==> config.mk <==
export PLATFORM = sky130hd
export DESIGN_NAME = addsub_accumulator
export DESIGN_NICKNAME = d
export VERILOG_FILES = /design/src/rtl/addsub_accumulator.sv
export SDC_FILE = /design/constraint.sdc
export NUM_CORES = 1
export LEC_CHECK = 0
export BUFFER_PORTS_ARGS = -buffer_cell sky130_fd_sc_hd__buf_2
export CORE_MARGIN = 5
export CORE_UTILIZATION = 51
export DETAILED_ROUTE_END_ITERATION = 8
export MAX_ROUTING_LAYER = met4
export PLACE_DENSITY = 0.81
export SYNTH_ARGS = -nofsm -noshare
export SYNTH_HDL_FRONTEND = slang
export SYNTH_SLANG_ARGS = --single-unit
==> constraint.sdc <==
create_clock -name clk -period 2.7 [get_ports clk]
set_clock_uncertainty 0.2 [all_clocks]
set_input_delay 0.405 -clock clk [delete_from_list [all_inputs] [get_ports clk]]
set_output_delay 0.405 -clock clk [all_outputs]
set_load 0.005 [all_outputs]
==> src/rtl/addsub_accumulator.sv <==
// ============================================================================
// Module   : addsub_accumulator
// Brief    : Streaming signed add/sub accumulator with per-step overflow
//            detection, sticky overflow flag and a registered valid/ready
//            result port. Define ADDSUB_ACC_SATURATE_EN to clamp on overflow.
// Revision : 1.0 - initial release
// ============================================================================
`default_nettype none

module addsub_accumulator #(
    parameter int WIDTH     = 8,
    parameter int CNT_WIDTH = 8
) (
    input  logic                 clk,
    input  logic                 rst_n,
    input  logic                 in_valid,
    output logic                 in_ready,
    input  logic [WIDTH-1:0]     in_data,
    input  logic                 in_op,
    input  logic                 in_last,
    output logic                 out_valid,
    input  logic                 out_ready,
    output logic [WIDTH-1:0]     out_sum,
    output logic                 out_overflow,
    output logic [CNT_WIDTH-1:0] out_count
);

    localparam logic [1:0] c_st_idle  = 2'd0;
    localparam logic [1:0] c_st_accum = 2'd1;
    localparam logic [1:0] c_st_done  = 2'd2;

    localparam logic [WIDTH-1:0]     c_max_pos = {1'b0, {(WIDTH-1){1'b1}}};
    localparam logic [WIDTH-1:0]     c_max_neg = {1'b1, {(WIDTH-1){1'b0}}};
    localparam logic [CNT_WIDTH-1:0] c_cnt_max = {CNT_WIDTH{1'b1}};

    logic [1:0]           r_state;
    logic [1:0]           w_state_nxt;

    logic [WIDTH-1:0]     r_acc;
    logic                 r_sticky;
    logic [CNT_WIDTH-1:0] r_count;

    logic [WIDTH-1:0]     r_out_sum;
    logic                 r_out_overflow;
    logic [CNT_WIDTH-1:0] r_out_count;

    logic                 w_accept;
    logic                 w_handshake;
    logic                 w_in_idle;

    logic [WIDTH-1:0]     w_base;
    logic [WIDTH-1:0]     w_operand;
    logic [WIDTH-1:0]     w_raw;
    logic [WIDTH-1:0]     w_acc_nxt;
    logic                 w_sticky_base;
    logic                 w_sticky_nxt;
    logic [CNT_WIDTH-1:0] w_count_base;
    logic [CNT_WIDTH-1:0] w_count_nxt;
    logic                 w_sign_base;
    logic                 w_sign_data;
    logic                 w_sign_raw;
    logic                 w_step_ovf;

    // in_ready is gated by rst_n so it drops the instant reset asserts.
    assign in_ready    = rst_n && (r_state != c_st_done);
    assign out_valid   = (r_state == c_st_done);
    assign w_accept    = in_valid && in_ready;
    assign w_handshake = out_valid && out_ready;
    assign w_in_idle   = (r_state == c_st_idle);

    // A new frame starts from zero regardless of leftover register contents.
    assign w_base        = w_in_idle ? '0 : r_acc;
    assign w_sticky_base = w_in_idle ? 1'b0 : r_sticky;
    assign w_count_base  = w_in_idle ? '0 : r_count;

    assign w_operand = in_op ? ~in_data : in_data;
    assign w_raw     = w_base + w_operand + {{(WIDTH-1){1'b0}}, in_op};

    assign w_sign_base = w_base[WIDTH-1];
    assign w_sign_data = in_data[WIDTH-1];
    assign w_sign_raw  = w_raw[WIDTH-1];

    assign w_step_ovf = (in_op ? (w_sign_base != w_sign_data)
                               : (w_sign_base == w_sign_data))
                        && (w_sign_raw != w_sign_base);

`ifdef ADDSUB_ACC_SATURATE_EN
    // Overflow always flips the sign away from the base, so the true
    // result lies on the base's side of zero.
    assign w_acc_nxt = w_step_ovf ? (w_sign_base ? c_max_neg : c_max_pos)
                                  : w_raw;
`else
    assign w_acc_nxt = w_raw;
`endif

    assign w_sticky_nxt = w_sticky_base | w_step_ovf;
    assign w_count_nxt  = (w_count_base == c_cnt_max) ? c_cnt_max
                                                      : w_count_base + 1'b1;

    always_ff @(posedge clk or negedge rst_n) begin
        if (!rst_n) begin
            r_state <= c_st_idle;
        end else begin
            r_state <= w_state_nxt;
        end
    end

    always_comb begin
        w_state_nxt = r_state;
        case (r_state)
            c_st_idle: begin
                if (w_accept) begin
                    w_state_nxt = in_last ? c_st_done : c_st_accum;
                end
            end
            c_st_accum: begin
                if (w_accept && in_last) begin
                    w_state_nxt = c_st_done;
                end
            end
            c_st_done: begin
                if (w_handshake) begin
                    w_state_nxt = c_st_idle;
                end
            end
            default: begin
                w_state_nxt = c_st_idle;
            end
        endcase
    end

    always_ff @(posedge clk or negedge rst_n) begin
        if (!rst_n) begin
            r_acc          <= '0;
            r_sticky       <= 1'b0;
            r_count        <= '0;
            r_out_sum      <= '0;
            r_out_overflow <= 1'b0;
            r_out_count    <= '0;
        end else if (w_accept) begin
            r_acc    <= w_acc_nxt;
            r_sticky <= w_sticky_nxt;
            r_count  <= w_count_nxt;
            if (in_last) begin
                r_out_sum      <= w_acc_nxt;
                r_out_overflow <= w_sticky_nxt;
                r_out_count    <= w_count_nxt;
            end
        end else if (w_handshake) begin
            r_acc    <= '0;
            r_sticky <= 1'b0;
            r_count  <= '0;
        end
    end

    assign out_sum      = r_out_sum;
    assign out_overflow = r_out_overflow;
    assign out_count    = r_out_count;

endmodule

`default_nettype wire

# Word-level counts from Yosys, hierarchy flattened
# Cells that the tools add are included.
dict set report classes {
  n_addsub 3
  n_eq_ne 10
  muxes 16
  n_bitwise 2
  reduce_logical 9
}
# op n
set op_table {}
lappend op_table {{two-way mux 8 bit} 7}
lappend op_table {{adder 8 x 1 -> 8 bit} 1}
lappend op_table {{adder 8 x 1 -> 8 bit (second input constant)} 1}
lappend op_table {{adder 8 bit} 1}
lappend op_table {{== test 8 bit (second input constant)} 1}
lappend op_table {{two-way mux 2 bit} 4}
lappend op_table {{inverter 8 bit} 1}
lappend op_table {{!= test 2 bit (second input constant)} 3}
lappend op_table {{case mux 2 bit (3 select lines)} 1}
lappend op_table {{logical AND 1 bit} 5}
lappend op_table {{two-way mux 1 bit} 4}
lappend op_table {{AND reduction 3 bit} 1}
lappend op_table {{== test 2 x 1 -> 1 bit (second input constant)} 1}
lappend op_table {{== test 2 bit (second input constant)} 1}
lappend op_table {{logical NOT 2 bit} 1}
lappend op_table {{!= test 1 bit} 2}
lappend op_table {{!= test 2 x 1 -> 1 bit (second input constant)} 1}
lappend op_table {{AND reduction 2 bit} 1}
lappend op_table {{nonzero test 2 bit} 1}
lappend op_table {{== test 1 bit} 1}
lappend op_table {{OR 1 bit} 1}
dict set report totals {
  register_bits 36
  wordCells 47
}

# Logic depth before layout (Yosys ltp)
# Gate-level depths: netlist (run 1).
dict set report depth {
  ltp_word 8
  ltp_mapped 11
  mapped_depth_nobuf 10
}

# Worst setup path before layout (run 1)
# Ideal clock, no wire load.
dict set report synth_path {
  path_kind {register to register}
  start {reg r_state[1]}
  end {reg r_out_sum[6], in the netlist out_sum[6]}
  setup_ps 125
  arrival_ps 2473
  setup_slack_ps -98
  path_stages_with_launch 12
  cell_sequence {dfrtp_1 or2_1 buf_6 buf_2 and2_1 fa_1 a21o_1 a21oi_1 o21bai_1 a21oi_1 xnor2_1 mux2_2}
}
dict set report synth_between {
  elab_chain_cells 4
}
# item line
set synth_lines {}
lappend synth_lines {{start, declared} 36} ;# logic [1:0] r_state;
lappend synth_lines {{start signal, assigned} 102} ;# r_state <= c_st_idle;
lappend synth_lines {{start signal, assigned} 104} ;# r_state <= w_state_nxt;
lappend synth_lines {{logical NOT 2 bit / != test 2 bit (equally long branches)} {69, 65}}
lappend synth_lines {{two-way mux 8 bit / logical AND 1 bit (equally long branches)} {72, 65}}
lappend synth_lines {{adder 8 bit / logical AND 1 bit (equally long branches)} {77, 67}}
lappend synth_lines {{adder 8 x 1 -> 8 bit / AND reduction 2 bit (equally long branches)} n/a}
lappend synth_lines {{end signal, assigned} 145} ;# r_out_sum <= w_acc_nxt;
lappend synth_lines {{end, declared} 43} ;# logic [WIDTH-1:0] r_out_sum;
# Several ways; a longest one is shown, not always the timed one.
# A chain may end at the register's enable or synchronous reset.

# Worst setup path in the final report (run 1)
dict set report layout_path {
  start {reg r_state[0]}
  end {reg r_out_overflow, in the netlist out_overflow}
}
dict set report layout_between {
  elab_chain_cells 7
}
# item line
set layout_lines {}
lappend layout_lines {{logical NOT 2 bit} 69} ;# assign w_in_idle = (r_state == c_st_idle);
lappend layout_lines {{two-way mux 8 bit} 72} ;# assign w_base = w_in_idle ? '0 : r_acc;
lappend layout_lines {{adder 8 bit} 77} ;# assign w_raw = w_base + w_operand + {{(WIDTH-1){1'b0}}, in_op};
lappend layout_lines {{adder 8 x 1 -> 8 bit} 77}
lappend layout_lines {{!= test 1 bit} 85} ;# && (w_sign_raw != w_sign_base);
lappend layout_lines {{logical AND 1 bit} 85}
lappend layout_lines {{OR 1 bit} 96} ;# assign w_sticky_nxt = w_sticky_base | w_step_ovf;
lappend layout_lines {{end signal, assigned} 146} ;# r_out_overflow <= w_sticky_nxt;
lappend layout_lines {{end, declared} 44} ;# logic r_out_overflow;
# Several ways; a longest one is shown, not always the timed one.

==> flow_summary.ini, run 1 <==
[global_route]
grt_max_degree = 28
first_pass_grt_wire_length_mm = 8.13
initial_antenna_violation_count = 0
grt_most_used_layer = met2
global_route.usage.met2_pct = 31.7
via_count_of_the_first_global_routing_pass = 1739
global_route.usage.met3_pct = 3.01
overflow = 0
gr_usage_total_pct = 20.7
use_met1_pct = 26.7

[detailed_routing]
vias = 1701
wl_per_cell_um = 16.1
drt_iter0_drc = 177
drt_pass1_iterations = 6
detail_route.vias_per_cell = 5.56
remaining_drc_errors = 0
drt-total-wl_mm = 4.93
postRouteAntennaNets = 0

[layout]
final_core_occ_pct = 65.2
flow.area_growth_from_synthesis_pct = 24.8
final_area_mm2 = 0.00259
antenna-diode-count = 0
final_layout_size_suffix_gt1_share_pct = 29.3
nNetsFinal = 277

[status]
run_status = complete, no violations

[floorplan]
floorplan.initialDensity_pct = 52.2
core_region_area_mm2 = 0.00397
die_w_um = 73.8
number_of_standard_cell_rows_in_the_floorplan = 23
num_io_pins = 33
die_area_mm2 = 0.00544
die_height_um = 73.8

[worst_setup_path]
critPathKind = reg -> reg
critical_path.endpoint_type = register
worst-endpoint-arrival_ns = 2.64
required_ns = 2.72
element_type_at_the_critical_path_start = register
critical_path.max_fanout = 5

[yosys]
yosys_most_used_dff = dfrtp_1
yosysTopAreaCell = dfrtp_1
synth_area_mm2 = 0.00207
synth_cell_type_count = 44
synth.top_cells.by_count = dfrtp_1 (36), nand2_1 (23), o21ai_0 (18)
synth_edf_count = 0
synth_area_leaders = dfrtp_1 (43%), o21ai_0 (4.3%), ha_1 (4.2%)
syn_nets = 226
synth_warnings = 0
synth.ff_latch_count = 36
synth_most_common_cell = dfrtp_1
post_synth_inst_count = 204
seq_total_area_yosys_pct = 43.4
ys_async_sr_fraction_pct = 100
synth_top_area_share_pct = 43.4
average_size_of_a_mapped_cell_um2 = 10.2

[clocking]
clock-root-buffer = clkbuf_8
clock_insertion_delay_at_the_later_pin_of_the_skew_report_ns = 0.30
cts_max_path_buffers = 2
clkSinkCount = 36
cts_htree_levels = 2
cts_made_buffers = 5
worst_setup_hold_path_clk_slew_ns = 0.07
tritoncts = built

[pwr]
powerDensity_mw_per_mm2 = 860
power.switching_mw = 0.683
max-vdd-ir-drop_uv = 678
p_int_mw = 1.54
power.static_leakage_nw = 1.28
share_clk_of_total_power_pct = 29.7
comb_power_share_pct = 36.0
proportion_of_total_power_due_to_net_switching_pct = 30.7
seq_power_share_pct = 34.4

[timing]
slew_violations = 0
report.final.hold_viol_count = 0
final_critical_path_setup_slack_ns = 0.0743
slew_headroom_pct = 62.3
setup_violations = 0
post-route-min-period_ns = 2.63
timing.fmax_ghz = 0.381
fin_setup_tns_ns = 0
rsz0062_at_grt = yes
slew_worst_pin_ns = 0.565
min_period_over_period_pct = 97.2

[min_path]
hold_path_class = in -> reg

[place]
detailed_place.area_mm2 = 0.00239
io_buffer_count = 32
place.gp.congestion = 0.868
dp_hpwl_mm = 3.54
placement.setup.worst_slack_ns = 0.0157

[flow_run]
timing.max_cap.violations = 0
## path summary, 6_finish.rpt
kind                                     startpoint                        to  slack (ns)  cells past startpoint
max                          r_state[0]$_DFFE_PN0P_  out_overflow$_DFFE_PN0P_        0.07                      8
max in group asynchronous                     rst_n      r_acc[5]$_DFFE_PN0P_        1.51                      3
min in group asynchronous                     rst_n    r_count[3]$_DFFE_PN0P_        0.43                      3
min reg2reg                out_count[6]$_DFFE_PN0P_  out_count[6]$_DFFE_PN0P_        0.27                      1
max reg2reg                  r_state[0]$_DFFE_PN0P_  out_overflow$_DFFE_PN0P_        0.07                      8
min                                       out_ready    r_state[1]$_DFFE_PN0P_        0.15                      2
## state kept, by name (all words and copies together), names as in the netlist
name and cells:
out_count 8, out_sum 8, r_count 8, r_sticky 1
r_state 2, r_acc 8, out_overflow 1
## layer usage
metal	vias up	routed length (um)
li1	823	-
met1	821	2290
met2	45	2340
met3	12	175
met4	0	123
met5	-	0
## area by class of cell
cell class                      count  area (um2)
Multi-Input combinational cell    154        1130
Clock inverter                      3        90.1
Fill cell                         326        1380
Timing Repair Buffer               51         305
Inverter                            7        26.3
Tap cell                           50        62.6
Sequential cell                    36         901
Clock buffer                        5        68.8
## cell usage in the layout (no fill, tap or decap), types with 2 or more instances in the layout
master     count
buf_4         18
nor2_1         6
a21o_1         6
and2_1        12
and3_1         2
mux2_2         6
nand2b_1       2
mux2i_1        2
nand2_1       23
nor3_1         3
nand3_1        5
o21ai_1        2
buf_2         32
ha_1           7
clkbuf_8       5
xor2_1        10
inv_1          7
a22o_1         8
xnor2_1        8
o21ai_0       17
dfrtp_1       36
a21oi_1        9
a21oi_2        2
bufinv_16      3
## critical path, cell delays in order, from the launching register on
cell       delay, ns
dfrtp_1         0.40
or2_4           0.29
and2_1          0.20
ha_1            0.34
a31oi_4         0.20
o221ai_4        0.16
a41oi_4         0.26
mux2i_2         0.32
a2bb2oi_2       0.17
## timing repair
item / CTS / global route
gates cloned: 0 / 1
hold buffers: 1 / 0
pin swaps: 0 / 4
endpoints found under the setup margin: 3 / 5
gates resized for setup: 3 / 2
endpoints found under the hold margin: 36 / 0
buffers inserted: 0 / 1
## cell families after synthesis
kind of cell / count (synthesis) / share of synthesized area (%)
AND/OR/NAND/NOR: 58 / 13.8
XOR/XNOR: 19 / 8.69
adder cells (fa/ha/maj): 8 / 5.19
buffers and inverters: 15 / 3.26
multiplexers: 9 / 4.70
AO/OA/AOI/OAI: 59 / 20.9
flip-flops: 36 / 43.4
## power by group through the flow
| stage | combinational [mW] | sequential (mW) | clock, mW |
|---|---|---|---|
| 3_3_place_gp | 0.752 | 0.768 | 0 |
| 3_5_place_dp | 0.768 | 0.770 | 0 |
| 6_report | 0.801 | 0.765 | 0.660 |
| 4_1_cts | 0.792 | 0.762 | 0.669 |
| 2_1_floorplan | 0.521 | 0.771 | 0 |
| 5_1_grt | 0.891 | 0.782 | 0.692 |
## through the flow
stage,hold slack [ns],instances,power (mW)
floorplan,-0.0906,204,1.29
global placement,0.187,295,1.52
detailed placement,0.187,295,1.54
CTS,0.139,304,2.22
global route,0.176,306,2.37
finish,0.152,306,2.23
Note: power is estimated with default switching activity, not from simulation.
==> run 2: changes to the inputs <==
==> constraint.sdc (replaced) <==
create_clock -name clk -period 2.7 [get_ports clk]
set_clock_uncertainty 0.2 [all_clocks]
set_input_delay 0.54 -clock clk [delete_from_list [all_inputs] [get_ports clk]]
set_output_delay 0.54 -clock clk [all_outputs]
set_load 0.005 [all_outputs]
==> run 2 against run 1 <==
Net effect:
- flip-flop and latch count unchanged
- die area unchanged
- global-route usage down 0.79 points
- register-to-register slack better by 0.07 ns
- clock-buffer cell count unchanged
- worst hold slack better by 0.0058 ns
- critical path depth unchanged
- cell count down 0.65%
- critical path type unchanged
==> flow_summary.ini, run 2 (synthesized netlist as in run 1, its figures left out) <==
[layout]
final_common_cell = dfrtp_1
final_layout_size_suffix_gt1_share_pct = 28.3
flow.area_growth_from_synthesis_pct = 21.2
antenna-diode-count = 0
final_cell_mix = dfrtp_1 (36), buf_2 (32), nand2_1 (23)
final_area_mm2 = 0.00251
nNetsFinal = 275
final_cells = 304

[worst_setup_path]
critical_path.n_buffers_inverters = 0
element_type_at_the_critical_path_start = register
timing.critical_path.from = r_state[0]$_DFFE_PN0P_
worst-endpoint-arrival_ns = 2.57
critical_path.endpoint_type = register
timing.critical_path.slowest_cell_delay_ns = 0.39
critPathKind = reg -> reg
timing.rr.start = r_state[0]$_DFFE_PN0P_
required_ns = 2.72
critical_path.max_fanout = 9
worst_path_cell_trace = or2_4 -> and2_1 -> ha_1 -> nand3_1 -> o221ai_4 -> a41oi_4 -> xnor3_1 -> o21ai_1
timing.critical_path.max_delay_family = simple AND/OR/NAND/NOR gates
timing.critical_path.slowest_stage_cell = dfrtp_1

[pwr]
powerDensity_mw_per_mm2 = 805
power.static_leakage_nw = 1.25
max-vdd-ir-drop_uv = 351

[global_route]
first_pass_grt_wire_length_mm = 8.08
via_count_of_the_first_global_routing_pass = 1758
gr_usage_total_pct = 19.9
overflow = 0
initial_antenna_violation_count = 0
grt_max_degree = 37

[floorplan]
floorplan.initialDensity_pct = 52.2
number_of_standard_cell_rows_in_the_floorplan = 23
core_region_area_mm2 = 0.00397
num_io_pins = 33
die_height_um = 73.8
die_w_um = 73.8
die_area_mm2 = 0.00544

[place]
placement.setup.worst_slack_ns = -0.0615
detailed_place.area_mm2 = 0.00240
placedCellCount = 296
io_buffer_count = 32
dp_hpwl_mm = 3.48
place.gp.congestion = 0.960

[timing]
final.hold.worst_slack_ns = 0.157
slew_headroom_pct = 64.1
timing.fmax_ghz = 0.391
rsz0062_at_grt = no
slew_worst_pin_ns = 0.539
setup_violations = 0
min_period_over_period_pct = 94.6
final_critical_path_setup_slack_ns = 0.145
slew_violations = 0
report.final.hold_viol_count = 0
post-route-min-period_ns = 2.56

[clocking]
clock_insertion_delay_at_the_later_pin_of_the_skew_report_ns = 0.29
holdBufCountCts = 0
cts_htree_levels = 2
cts_max_path_buffers = 2
clock-root-buffer = clkbuf_8
clkSinkCount = 36
cts_made_buffers = 5
post-cts-setup-buffers = 0
worst_setup_hold_path_clk_slew_ns = 0.08
tritoncts = built

[flow_run]
timing.max_cap.violations = 0

[min_path]
hold_path_class = in -> async

[status]
run_status = complete, no violations

[detailed_routing]
detail_route.vias_per_cell = 5.55
remaining_drc_errors = 0
postRouteAntennaNets = 0
drt-total-wl_mm = 4.68
vias = 1688
wl_per_cell_um = 15.4
drt_pass1_iterations = 4
drt_iter0_drc = 102
-- run 2: changes by cell type in the layout (fill, tap and decap cells not counted) --
cell,delta
mux2i_2,-1
clkinvlp_4,+1
mux2i_1,+1
bufinv_16,-2
dlygate4sd3_1,-1
a2bb2oi_2,-1
clkinv_2,+1
a2bb2oi_1,+1
or2_2,-1
-- run 2: layout make-up --
| class | count | area [um2] |
|---|---|---|
| fillers | 322 | 1460 |
| flip-flops and latches | 36 | 901 |
| multi-input cells | 153 | 1120 |
| inverters | 7 | 26.3 |
| well taps | 50 | 62.6 |
| repair buffers | 50 | 295 |
| clock buffers | 5 | 68.8 |
| clock inverters | 3 | 42.5 |
-- run 2: worst paths after layout --
| check | endpoint | slack (ns) | cells past startpoint |
|---|---|---|---|
| setup / recovery | out_sum[7]$_DFFE_PN0P_ | 0.14 | 8 |
| setup reg to reg | out_sum[7]$_DFFE_PN0P_ | 0.14 | 8 |
| min in group clk | out_count[7]$_DFFE_PN0P_ | 0.27 | 2 |
| hold reg to reg | out_count[7]$_DFFE_PN0P_ | 0.27 | 2 |
| hold / removal | r_count[3]$_DFFE_PN0P_ | 0.16 | 2 |
| max in group asynchronous | out_count[3]$_DFFE_PN0P_ | 1.80 | 2 |
-- run 2: per-stage QoR --
| stage | TNS [ns] | utilization [%] | total power [mW] |
|---|---|---|---|
| floorplan | -0.00849 | - | 1.29 |
| global placement | 0 | 60.4 | 1.53 |
| detailed placement | -0.112 | 60.4 | 1.56 |
| CTS | 0 | 63.2 | 2.04 |
| global route | 0 | 63.3 | 2.17 |
| finish | 0 | 63.3 | 2.02 |
-- run 2: report_power, final --
group | total [mW] | internal [mW] | switching [mW]
logic | 0.788 | 0.393 | 0.395
registers | 0.768 | 0.685 | 0.0828
clock network | 0.469 | 0.273 | 0.195
-- run 2: worst reg2reg max path, delay by kind of cell, from the launching register on --
kind	cells	cell delay, ns
adder cells (fa/ha/maj)	1	0.34
flip-flops	1	0.39
XOR/XNOR	1	0.36
AND/OR/NAND/NOR	3	0.62
AO/OA/AOI/OAI	3	0.58
-- run 2: what timing repair did --
action                     4_1_cts  5_1_grt
setup endpoints to repair        2        3
pin swaps                        0        1
gates resized for setup          1        2
-- run 2: metal layers --
metal / global-route usage [%] / share of wire [%]
met3: 3.28 / 4.7
met4: 7.85 / 1.8
met2: 31.2 / 49
met5: - / 0
met1: 25.7 / 44
